<file path="src/rtl/imem_loader.sv">
// imem_loader: assembles little-endian bytes into 32-bit words and writes them to instruction memory
module imem_loader #(
  parameter int N = 2048
) (
  input  logic        i_clk,
  input  logic        i_rst_n,
  input  logic        i_start,
  input  logic [7:0]  i_byte_data,
  input  logic        i_byte_valid,
  output logic        o_byte_ready,
  output logic        o_wr_en,
  output logic [31:0] o_wr_addr,
  output logic [31:0] o_wr_data,
  output logic        o_busy,
  output logic        o_done,
  output logic        o_err,
  output logic        o_cpu_rst_n
);
  typedef enum logic [2:0] {IDLE, LEN0, LEN1, DATA, WRITE, DONE, ERR} state_t;
  state_t      state;
  logic [15:0] count;
  logic [15:0] word_idx;
  logic [1:0]  byte_idx;
  logic [23:0] word;
  logic [15:0] len;
  logic        take;
  assign take         = i_byte_valid && o_byte_ready;
  assign len          = {i_byte_data, count[7:0]};
  assign o_byte_ready = state == LEN0 || state == LEN1 || state == DATA;
  assign o_wr_en      = state == WRITE;
  assign o_busy       = o_byte_ready || o_wr_en;
  assign o_done       = state == DONE;
  assign o_err        = state == ERR;
  assign o_cpu_rst_n  = state == DONE;
  always_ff @(posedge i_clk or negedge i_rst_n) begin
    if (!i_rst_n) begin
      state     <= IDLE;
      count     <= '0;
      word_idx  <= '0;
      byte_idx  <= '0;
      word      <= '0;
      o_wr_addr <= '0;
      o_wr_data <= '0;
    end else begin
      case (state)
        IDLE, DONE, ERR: if (i_start) begin
          state    <= LEN0;
          word_idx <= '0;
          byte_idx <= '0;
        end
        LEN0: if (take) begin
          count[7:0] <= i_byte_data;
          state      <= LEN1;
        end
        LEN1: if (take) begin
          count[15:8] <= i_byte_data;
          byte_idx    <= '0;
          word_idx    <= '0;
          state       <= len == 16'd0 ? DONE : {16'b0, len} > N ? ERR : DATA;
        end
        DATA: if (take) begin
          byte_idx <= byte_idx + 2'd1;
          word     <= {i_byte_data, word[23:8]};
          if (byte_idx == 2'd3) begin
            o_wr_addr <= {14'b0, word_idx, 2'b00};
            o_wr_data <= {i_byte_data, word};
            state     <= WRITE;
          end
        end
        WRITE: begin
          word_idx <= word_idx + 16'd1;
          byte_idx <= '0;
          state    <= word_idx + 16'd1 == count ? DONE : DATA;
        end
        default: state <= IDLE;
      endcase
    end
  end
endmodule

</file>
<file path="config.mk">
export PLATFORM = sky130hd
export DESIGN_NAME = imem_loader
export DESIGN_NICKNAME = d
export VERILOG_FILES = /design/src/rtl/imem_loader.sv
export SDC_FILE = /design/constraint.sdc
export NUM_CORES = 1
export LEC_CHECK = 0
export CAP_MARGIN = 10
export CORE_MARGIN = 8
export CORE_UTILIZATION = 59
export CTS_BUF_LIST = sky130_fd_sc_hd__clkbuf_8
export DETAILED_ROUTE_END_ITERATION = 8
export DONT_BUFFER_PORTS = 1
export PLACE_DENSITY = 0.75
export SLEW_MARGIN = 30
export SYNTH_ARGS = -nofsm -noshare
export SYNTH_HDL_FRONTEND = slang
export SYNTH_SLANG_ARGS = --single-unit
</file>
<file path="constraint.sdc">
create_clock -name i_clk -period 2.05 [get_ports i_clk]
set_input_delay 0.1025 -clock i_clk [delete_from_list [all_inputs] [get_ports i_clk]]
set_output_delay 0.1025 -clock i_clk [all_outputs]
set_load 0.02 [all_outputs]
</file>
## After elaboration in Yosys (flattened, before gate mapping)

Index checks and enable logic that the tools add are counted.

- Reduce and logical (&&, ||, !) cells: 16
- Equality and inequality tests: 13
- Mux-type cells: 16
- Add/subtract/negate cells: 2
- Order comparisons: 1

Operators by type and width:

| operator | number |
|---|---|
| case mux 16 bit (3 select lines) | 1 |
| 2-to-1 mux 16 bit | 2 |
| 2-to-1 mux 3 bit | 8 |
| adder 16 x 1 -> 16 bit, second input constant | 1 |
| equality test 16 bit | 1 |
| > comparator 16 x 12 -> 1 bit, second input constant | 1 |
| logical NOT 16 bit | 1 |
| case mux 3 bit (5 select lines) | 1 |
| equality test 3 bit, second input constant | 3 |
| inequality test 2 bit, second input constant | 4 |
| case mux 2 bit (4 select lines) | 1 |
| equality test 3 x 2 -> 1 bit, second input constant | 2 |
| 2-to-1 mux 2 bit | 3 |
| AND reduction 2 bit | 3 |
| AND reduction 3 bit | 2 |
| AND reduction 5 bit | 1 |
| AND reduction 4 bit | 1 |
| nonzero test 4 bit | 1 |
| equality test 3 x 1 -> 1 bit, second input constant | 1 |
| logical NOT 3 bit | 1 |
| logical OR 1 bit | 3 |
| nonzero test 3 bit | 1 |
| OR reduction 3 bit | 1 |
| adder 2 x 1 -> 2 bit, second input constant | 1 |
| 3 further kinds | 3 |

- Output and inout bits: 70
- Logic and storage cells: 56
- Register bits: 109

## Depth between registers and ports, before layout

Gate-level depths: netlist of the first run.

- Depth in word-level cells: 6
- Mapped depth: 8
- Mapped depth without buffers: 7

## Least setup slack after synthesis of the first run

Ideal clock, no wire load.

- Kind: reg2reg
- Start: register word_idx[0]
- End: register state[1]
- Stages on the path, launching flop included: 9
- Slack: -0.032 ns
- Arrival: 1.958 ns
- Path buffers: 1
- Data required time: 1.926 ns
- Period minus slack after synthesis: 2.082 ns
- Cell sequence: dfrtp_1 > ha_1 > nand3_2 > buf_2 > nor4_1 > a311oi_1 > a211oi_2 > nand4_1 > a211o_1

- Longest elaborated chain between the ends: 4

RTL lines:

| what | RTL line | RTL |
|---|---|---|
| start: declaration | 22 | `logic [15:0] word_idx;` |
| start signal: assignment | 71 | `word_idx <= word_idx + 16'd1;` |
| adder 16 x 1 -> 16 bit | 73 | `state <= word_idx + 16'd1 == count ? DONE : DATA;` |
| equality test 16 bit | 73 |  |
| 2-to-1 mux 3 bit | 73 |  |
| case mux 3 bit (5 select lines) | 45 | `case (state)` |
| end signal: assignment | 59 | `state <= len == 16'd0 ? DONE : {16'b0, len} > N ? ERR : DATA;` |
| end signal: assignment | 73 |  |
| end: declaration | 20 | `state_t state;` |

No other way between the ends.
A chain may end at the register's enable or synchronous reset.

## Worst setup path after layout of the first run

Same ends and word-level chain as after synthesis.

==> reports/metrics.csv, run 1 <==
metric,value,unit
drv_slew,0,
cp-start-kind,flop,
layout_setup_ws,-0.0476,ns
synthDistinctLibCells,59,
antennaDiodeCount,0,
rr_worst_depth,7,
layout.nets,515,
portBuffers,0,
ctsLongestPathBuffers,2,
hold_ws,-0.593,ns
antenna_left,0,
cp.required,2.31,ns
die_h,110,um
drt_iter0_markers,133,
slew_headroom,0.666,
crit_type,reg2reg,
wl_per_cell,18.7,um
avgSynthCellArea,11.0,sq um
grt_pass1_wl,18.7,mm
fp.dieW,110,um
grt_max_degree,110,
min_path_type,in2async,
p_leak,2.81,nW
crit_fanout,4,
finalCriticalPeriod,2.10,ns
async_reset_ff_frac,1.00,
finalCritPeriodShare,1.02,
firstDrtPassIters,4,
slowest_stage,dfrtp_1,
root_buffer,clkbuf_8,
final_layout_size_suffix_gt1_frac,0.271,
row_count,34,
cts.sink_count,109,
slowest_delay,0.44,ns
violations,"hold timing, setup timing",
drcViolationCount,0,
cts_tree,built,
area_delta_synth_final,11.1,%
cp_common_cell,nand4_1,
pre_cts_ws,-0.0993,ns
rsz0062_at_grt,true,
max_cap_violations,0,
p_per_area,1110,nW/um^2
status,"complete, but fails checks",
wl,11.5,mm
clk_pin_slew,0.11,ns
cp_cell_sequence,buf_6 -> nand4_1 -> or3_4 -> xnor2_1 -> nor4b_2 -> nand4_1 -> a211o_1,
ys_seq_area_frac,0.524,
synth_edf_count,0,
synthCells,475,
htreeDepth,3,
ys_ff_latch,109,
yosys_warnings,0,
via_per_inst,5.76,
antenna_found_initial,0,
dp_hpwl,7.84,mm
cts-buffers-inserted,9,
ir_drop,0.502,mV
r2r_slack,-0.05,ns
core_area,8640,sq um
via_count,3534,
hold_viol_final,109,
grt.total_usage,0.199,
yosys_most_used_dff,dfrtp_1,
r2r_start,word_idx[0],
fmax,0.477,GHz
dieArea,12100,sq um
io-pin-count,82,
r2r-end,state[1],
critical_path_arrival,2.36,ns
tightestPinTransition,0.497,ns
syn_area,5200,sq um
power,6.42,mW
hold_buffers,9,
grt-ovfl-total,0,
clkLatencyLatePin,0.37,ns
gp_congestion,0.866,
initial_utilization,0.603,
cp-end-kind,flop,
fin_skew,0.0146,ns
setup_viol,2,
first_global_vias,3619,
==> cell type report <==
type	count	area (sq um)
fill	646	2850
sequential	109	2730
multi-input combinational	332	2300
timing repair buffer	45	402
tap	108	135
clock buffer	9	124
clock inverter	7	71.3
inverter	4	15.0
==> metrics by stage <==
| stage | cells | utilization | cell area (sq um) | setup TNS [ns] |
|---|---|---|---|---|
| finish | 614 | 0.670 | 5780 | -0.0853 |
| detailed placement | 588 | 0.629 | 5440 | -0.167 |
| global placement | 588 | 0.629 | 5440 | -0.103 |
| global route | 614 | 0.670 | 5780 | -0.871 |
| CTS | 614 | 0.666 | 5750 | -0.000619 |
| floorplan | 490 | - | 5270 | 0 |
==> how the worst max path moves through the flow <==
stage	startpoint	endpoint
6_report	word_idx[0]	state[1]
5_1_grt	word_idx[0]	state[1]
4_1_cts	word_idx[0]	state[1]
3_5_place_dp	word_idx[0]	state[1]
3_3_place_gp	word_idx[0]	state[1]
2_1_floorplan	word_idx[0]	state[1]
==> sequential cells by signal, summed over array words and instances (netlist names) <==
name	cells
o_wr_addr	16
byte_idx	2
word_idx	16
o_wr_data	32
state	3
word	24
count	16
==> where the power goes <==
group	internal, mW	switching (mW)	total [mW]
registers	2.68	0.643	3.33
clock network	0.474	0.788	1.26
logic	0.891	0.937	1.83
total	4.05	2.37	6.42
==> layer usage <==
layer / global-route usage / part of all wire
met2: 0.318 / 0.49
met5: 0 / 0
met3: 0.0498 / 0.058
met1: 0.266 / 0.45
met4: 0.0511 / 0.0080
==> repair_timing <==
item | CTS | global route
resized for setup | 6 | 6
buffers inserted | 1 | 0
endpoints found under the setup margin | 2 | 15
cloned | 0 | 0
pin swaps | 7 | 3
endpoints found under the hold margin | 142 | 109
==> Yosys cell counts, types with 5 or more instances <==
library cell | instances | share of area
dfrtp_1 | 109 | 0.52
nand2_1 | 90 | 0.065
mux2_2 | 65 | 0.14
nor2_1 | 21 | 0.015
o21ai_0 | 21 | 0.020
buf_4 | 18 | 0.026
xnor2_1 | 17 | 0.029
buf_2 | 12 | 0.012
clkbuf_1 | 12 | 0.0087
nand3_1 | 9 | 0.0087
o31ai_1 | 8 | 0.012
nor2b_1 | 6 | 0.0072
a31oi_1 | 5 | 0.0060
nor3_1 | 5 | 0.0048
nor4_1 | 5 | 0.0060
xor2_1 | 5 | 0.0084
==> cells by family after synthesis <==
family          after synthesis  share of synthesized area
mux                          66                      0.143
flops                       109                      0.524
simple gates                163                      0.153
buf+inv                      49                     0.0541
other cells                   1                   0.000720
fa+ha+maj                     2                    0.00481
xor+xnor                     22                     0.0370
compound gates               63                     0.0834
==> cell usage in the layout (no fill, tap or decap), types with 2 or more instances in the layout <==
cell and n:
xnor2_1 17, a31oi_1 5, o21ai_0 21, dfrtp_1 106
buf_12 3, inv_1 4, a21oi_1 4, o211ai_1 2
dlygate4sd3_1 9, nor2b_1 5, nor3_1 4, conb_1 16
nand2_1 89, mux2_2 65, o21a_1 2, buf_4 32
o41ai_1 3, dfrtp_2 3, a211o_1 2, nand3b_1 2
a21o_1 2, nand2b_1 3, nand3_1 9, clkinv_8 2
nor4_1 4, clkbuf_8 9, nand4_1 4, o31ai_1 8
nor2_1 21, and4_1 2, nor4_4 3, xor2_1 5
and3_1 4, inv_6 3
==> worst max-delay path: cells and delay by family (launching register included) <==
family / cells / cell delay (ns)
buffers and inverters: 1 / 0.13
DFF: 1 / 0.44
and+or+nand+nor: 4 / 1.00
xor gates and xnor gates: 1 / 0.14
AOI/OAI and AO/OA: 1 / 0.28
(Power assumes the default switching activity.)
==> run 2, diff against run 1 <==
--- a/config.mk
+++ b/config.mk
@@ -12,6 +12,7 @@
 export DETAILED_ROUTE_END_ITERATION = 8
 export DONT_BUFFER_PORTS = 1
 export PLACE_DENSITY = 0.75
+export SETUP_SLACK_MARGIN = 0.02
 export SLEW_MARGIN = 30
 export SYNTH_ARGS = -nofsm -noshare
 export SYNTH_HDL_FRONTEND = slang
==> run 2 against run 1 <==
Net effect:
- the flow finishes with violations (hold timing)
- final cell count increased by 1.8%
- global-route usage shrank 0.11 points
- sequential power about the same
- die area is the same
- combinational power about the same
- largest cell class unchanged
- largest power group unchanged
- highest routed layer unchanged
==> reports/metrics.csv, run 2 (same netlist as run 1, synthesis figures left out) <==
metric,value,unit,change
status,"complete, but fails checks",,unchanged
violations,hold timing,,"was hold timing, setup timing"
dieArea,12100,sq um,unchanged
die_h,110,um,unchanged
initial_utilization,0.603,,unchanged
setup_viol,0,,was 2
via_count,3585,,was 3534
gp_congestion,0.854,,was 0.866
drcViolationCount,0,,unchanged
portBuffers,0,,unchanged
final_common_cell,dfrtp_1,,unchanged
stdcell_area,5960,sq um,was 5780 sq um
cts_tree,built,,unchanged
drt_iter0_markers,185,,was 133
instances_no_fill,625,,was 614
hold_ws,-0.602,ns,was -0.593 ns
dp_cells,589,,was 588
hold_viol_final,109,,unchanged
hold_buffers,9,,unchanged
switching_power,2.42,mW,was 2.37 mW
place_area,5440,sq um,about the same
tightestPinTransition,0.492,ns,was 0.497 ns
crit_buf_inv,1,,unchanged
ir_drop,0.629,mV,was 0.502 mV
min_path_type,in2async,,unchanged
grt.total_usage,0.198,,was 0.199
finalCriticalPeriod,2.03,ns,was 2.10 ns
firstDrtPassIters,4,,unchanged
cts-buffers-inserted,9,,unchanged
grt-ovfl-total,0,,unchanged
ctsLongestPathBuffers,2,,unchanged
slew_headroom,0.670,,was 0.666
max_cap_violations,0,,unchanged
row_count,34,,unchanged
crit_type,reg2reg,,unchanged
slowest_stage,dfrtp_2,,was dfrtp_1
p_per_area,1110,nW/um^2,about the same
clk_pin_slew,0.12,ns,was 0.11 ns
clkLatencyLatePin,0.38,ns,was 0.37 ns
cp_cell_sequence,ha_4 -> nand3_4 -> buf_4 -> o21a_1 -> o211ai_1 -> a211oi_2 -> nand4_1 -> a211o_1,,was buf_6 -> nand4_1 -> or3_4 -> xnor2_1 -> nor4b_2 -> nand4_1 -> a211o_1
finalCritPeriodShare,0.989,,was 1.02
power_frac_comb,0.275,,was 0.285
cp-end-kind,flop,,unchanged
dp_hpwl,7.79,mm,was 7.84 mm
area_delta_synth_final,14.4,%,was 11.1%
largest_registers,"o_wr_data: 32 flops, word: 24 flops",,unchanged
antennaDiodeCount,0,,unchanged
wl_per_cell,18.9,um,was 18.7 um
crit_fanout,8,,was 4
root_buffer,clkbuf_8,,unchanged
cts.sink_count,109,,unchanged
via_per_inst,5.74,,was 5.76
clockPowerShare,0.222,,was 0.197
slowest_delay,0.46,ns,was 0.44 ns
setup_tns,0,ns,was -0.0853 ns
io-pin-count,82,,unchanged
p_int,4.21,mW,was 4.05 mW
critical_path_arrival,2.29,ns,was 2.36 ns
cp-start-kind,flop,,unchanged
drv_slew,0,,unchanged
grt_max_degree,110,,unchanged
fin_skew,0.0126,ns,was 0.0146 ns
p_seq_frac,0.503,,was 0.518
antenna_left,0,,unchanged
htreeDepth,3,,unchanged
core_area,8640,sq um,unchanged
first_global_vias,3526,,was 3619
grt_pass1_wl,18.6,mm,was 18.7 mm
regMostFlops,o_wr_data,,unchanged
cp.required,2.31,ns,about the same
final_layout_size_suffix_gt1_frac,0.321,,was 0.271
path_delay_family,compound AO/OA/AOI/OAI gates,,was simple AND/OR/NAND/NOR gates
rsz0062_at_grt,true,,unchanged
wl,11.8,mm,was 11.5 mm
power,6.63,mW,was 6.42 mW
final_util,0.690,,was 0.670
p_leak,2.86,nW,was 2.81 nW
layout.nets,526,,was 515
swShare,0.365,,was 0.369
most-common-layout-cells,"dfrtp_1, nand2_1, mux2_2",,unchanged
fp.dieW,110,um,unchanged
fillers,645,,was 646
fmax,0.493,GHz,was 0.477 GHz
antenna_found_initial,0,,unchanged
largest_reg_flops,32,,unchanged
run 2: cell types whose count changed in the layout (fill, tap and decap cells not counted), sizes merged:
cell,previous run,this run
clkinv,3,1
bufinv,0,1
nand4,6,7
buf,36,46
inv,8,9
run 2: worst reg2reg max path: cells and delay by family, from the launching register on:
family | cells | cell delay, ns
AOI/OAI and AO/OA | 4 | 0.80
DFF | 1 | 0.46
and+or+nand+nor | 2 | 0.35
adders and majority gates | 1 | 0.18
buffers and inverters | 1 | 0.13
run 2: metal layers:
metal | GRT usage | part of all wire
met1 | 0.277 | 0.45
met2 | 0.304 | 0.47
met3 | 0.0516 | 0.068
met4 | 0.0424 | 0.0080
met5 | 0 | 0
run 2: final cells by class:
class | count | area [sq um] | share of cell area
Tap cell | 108 | 135 | 0.0227
Clock buffer | 9 | 124 | 0.0208
Timing Repair Buffer | 55 | 464 | 0.0779
Sequential cell | 109 | 2750 | 0.461
Multi-Input combinational cell | 333 | 2360 | 0.397
Clock inverter | 7 | 108 | 0.0181
Inverter | 4 | 15.0 | 0.00252
run 2: what timing repair did:
item / in CTS / in global routing
pin swaps: 5 / 10
gates resized for setup: 10 / 20
setup endpoints to repair: 2 / 16
gates cloned: 0 / 1
hold endpoints to repair: 142 / 109
setup buffers: 2 / 8
run 2: per-stage QoR:
step	worst slack, ns	hold slack (ns)
after global placement	-0.0379	-0.190
final	0.0232	-0.602
after detailed placement	-0.105	-0.190
after floorplan	0.0280	-0.193
after CTS	0.0394	-0.606
after global routing	-0.120	-0.633
run 2: final timing paths:
| kind | slack, ns | to | from | depth (start not counted) |
|---|---|---|---|---|
| max in group asynchronous | 2.51 | state[0] | i_rst_n | 0 |
| hold reg to reg | 0.49 | word[7] | word[7] | 2 |
| setup / recovery | 0.02 | state[1] | word_idx[0] | 8 |
| hold / removal | -0.60 | o_wr_data[12] | i_rst_n | 0 |
| setup reg to reg | 0.02 | state[1] | word_idx[0] | 8 |
| min in group i_clk | 0.10 | state[0] | i_byte_data[3] | 4 |
run 2: power groups by stage:
stage,clock network [mW],logic (mW),registers [mW]
after floorplan,0,1.46,3.17
after detailed placement,0,1.76,3.37
after global routing,1.59,2.04,3.41
final,1.47,1.83,3.33
after global placement,0,1.71,3.35
after CTS,1.50,1.80,3.33
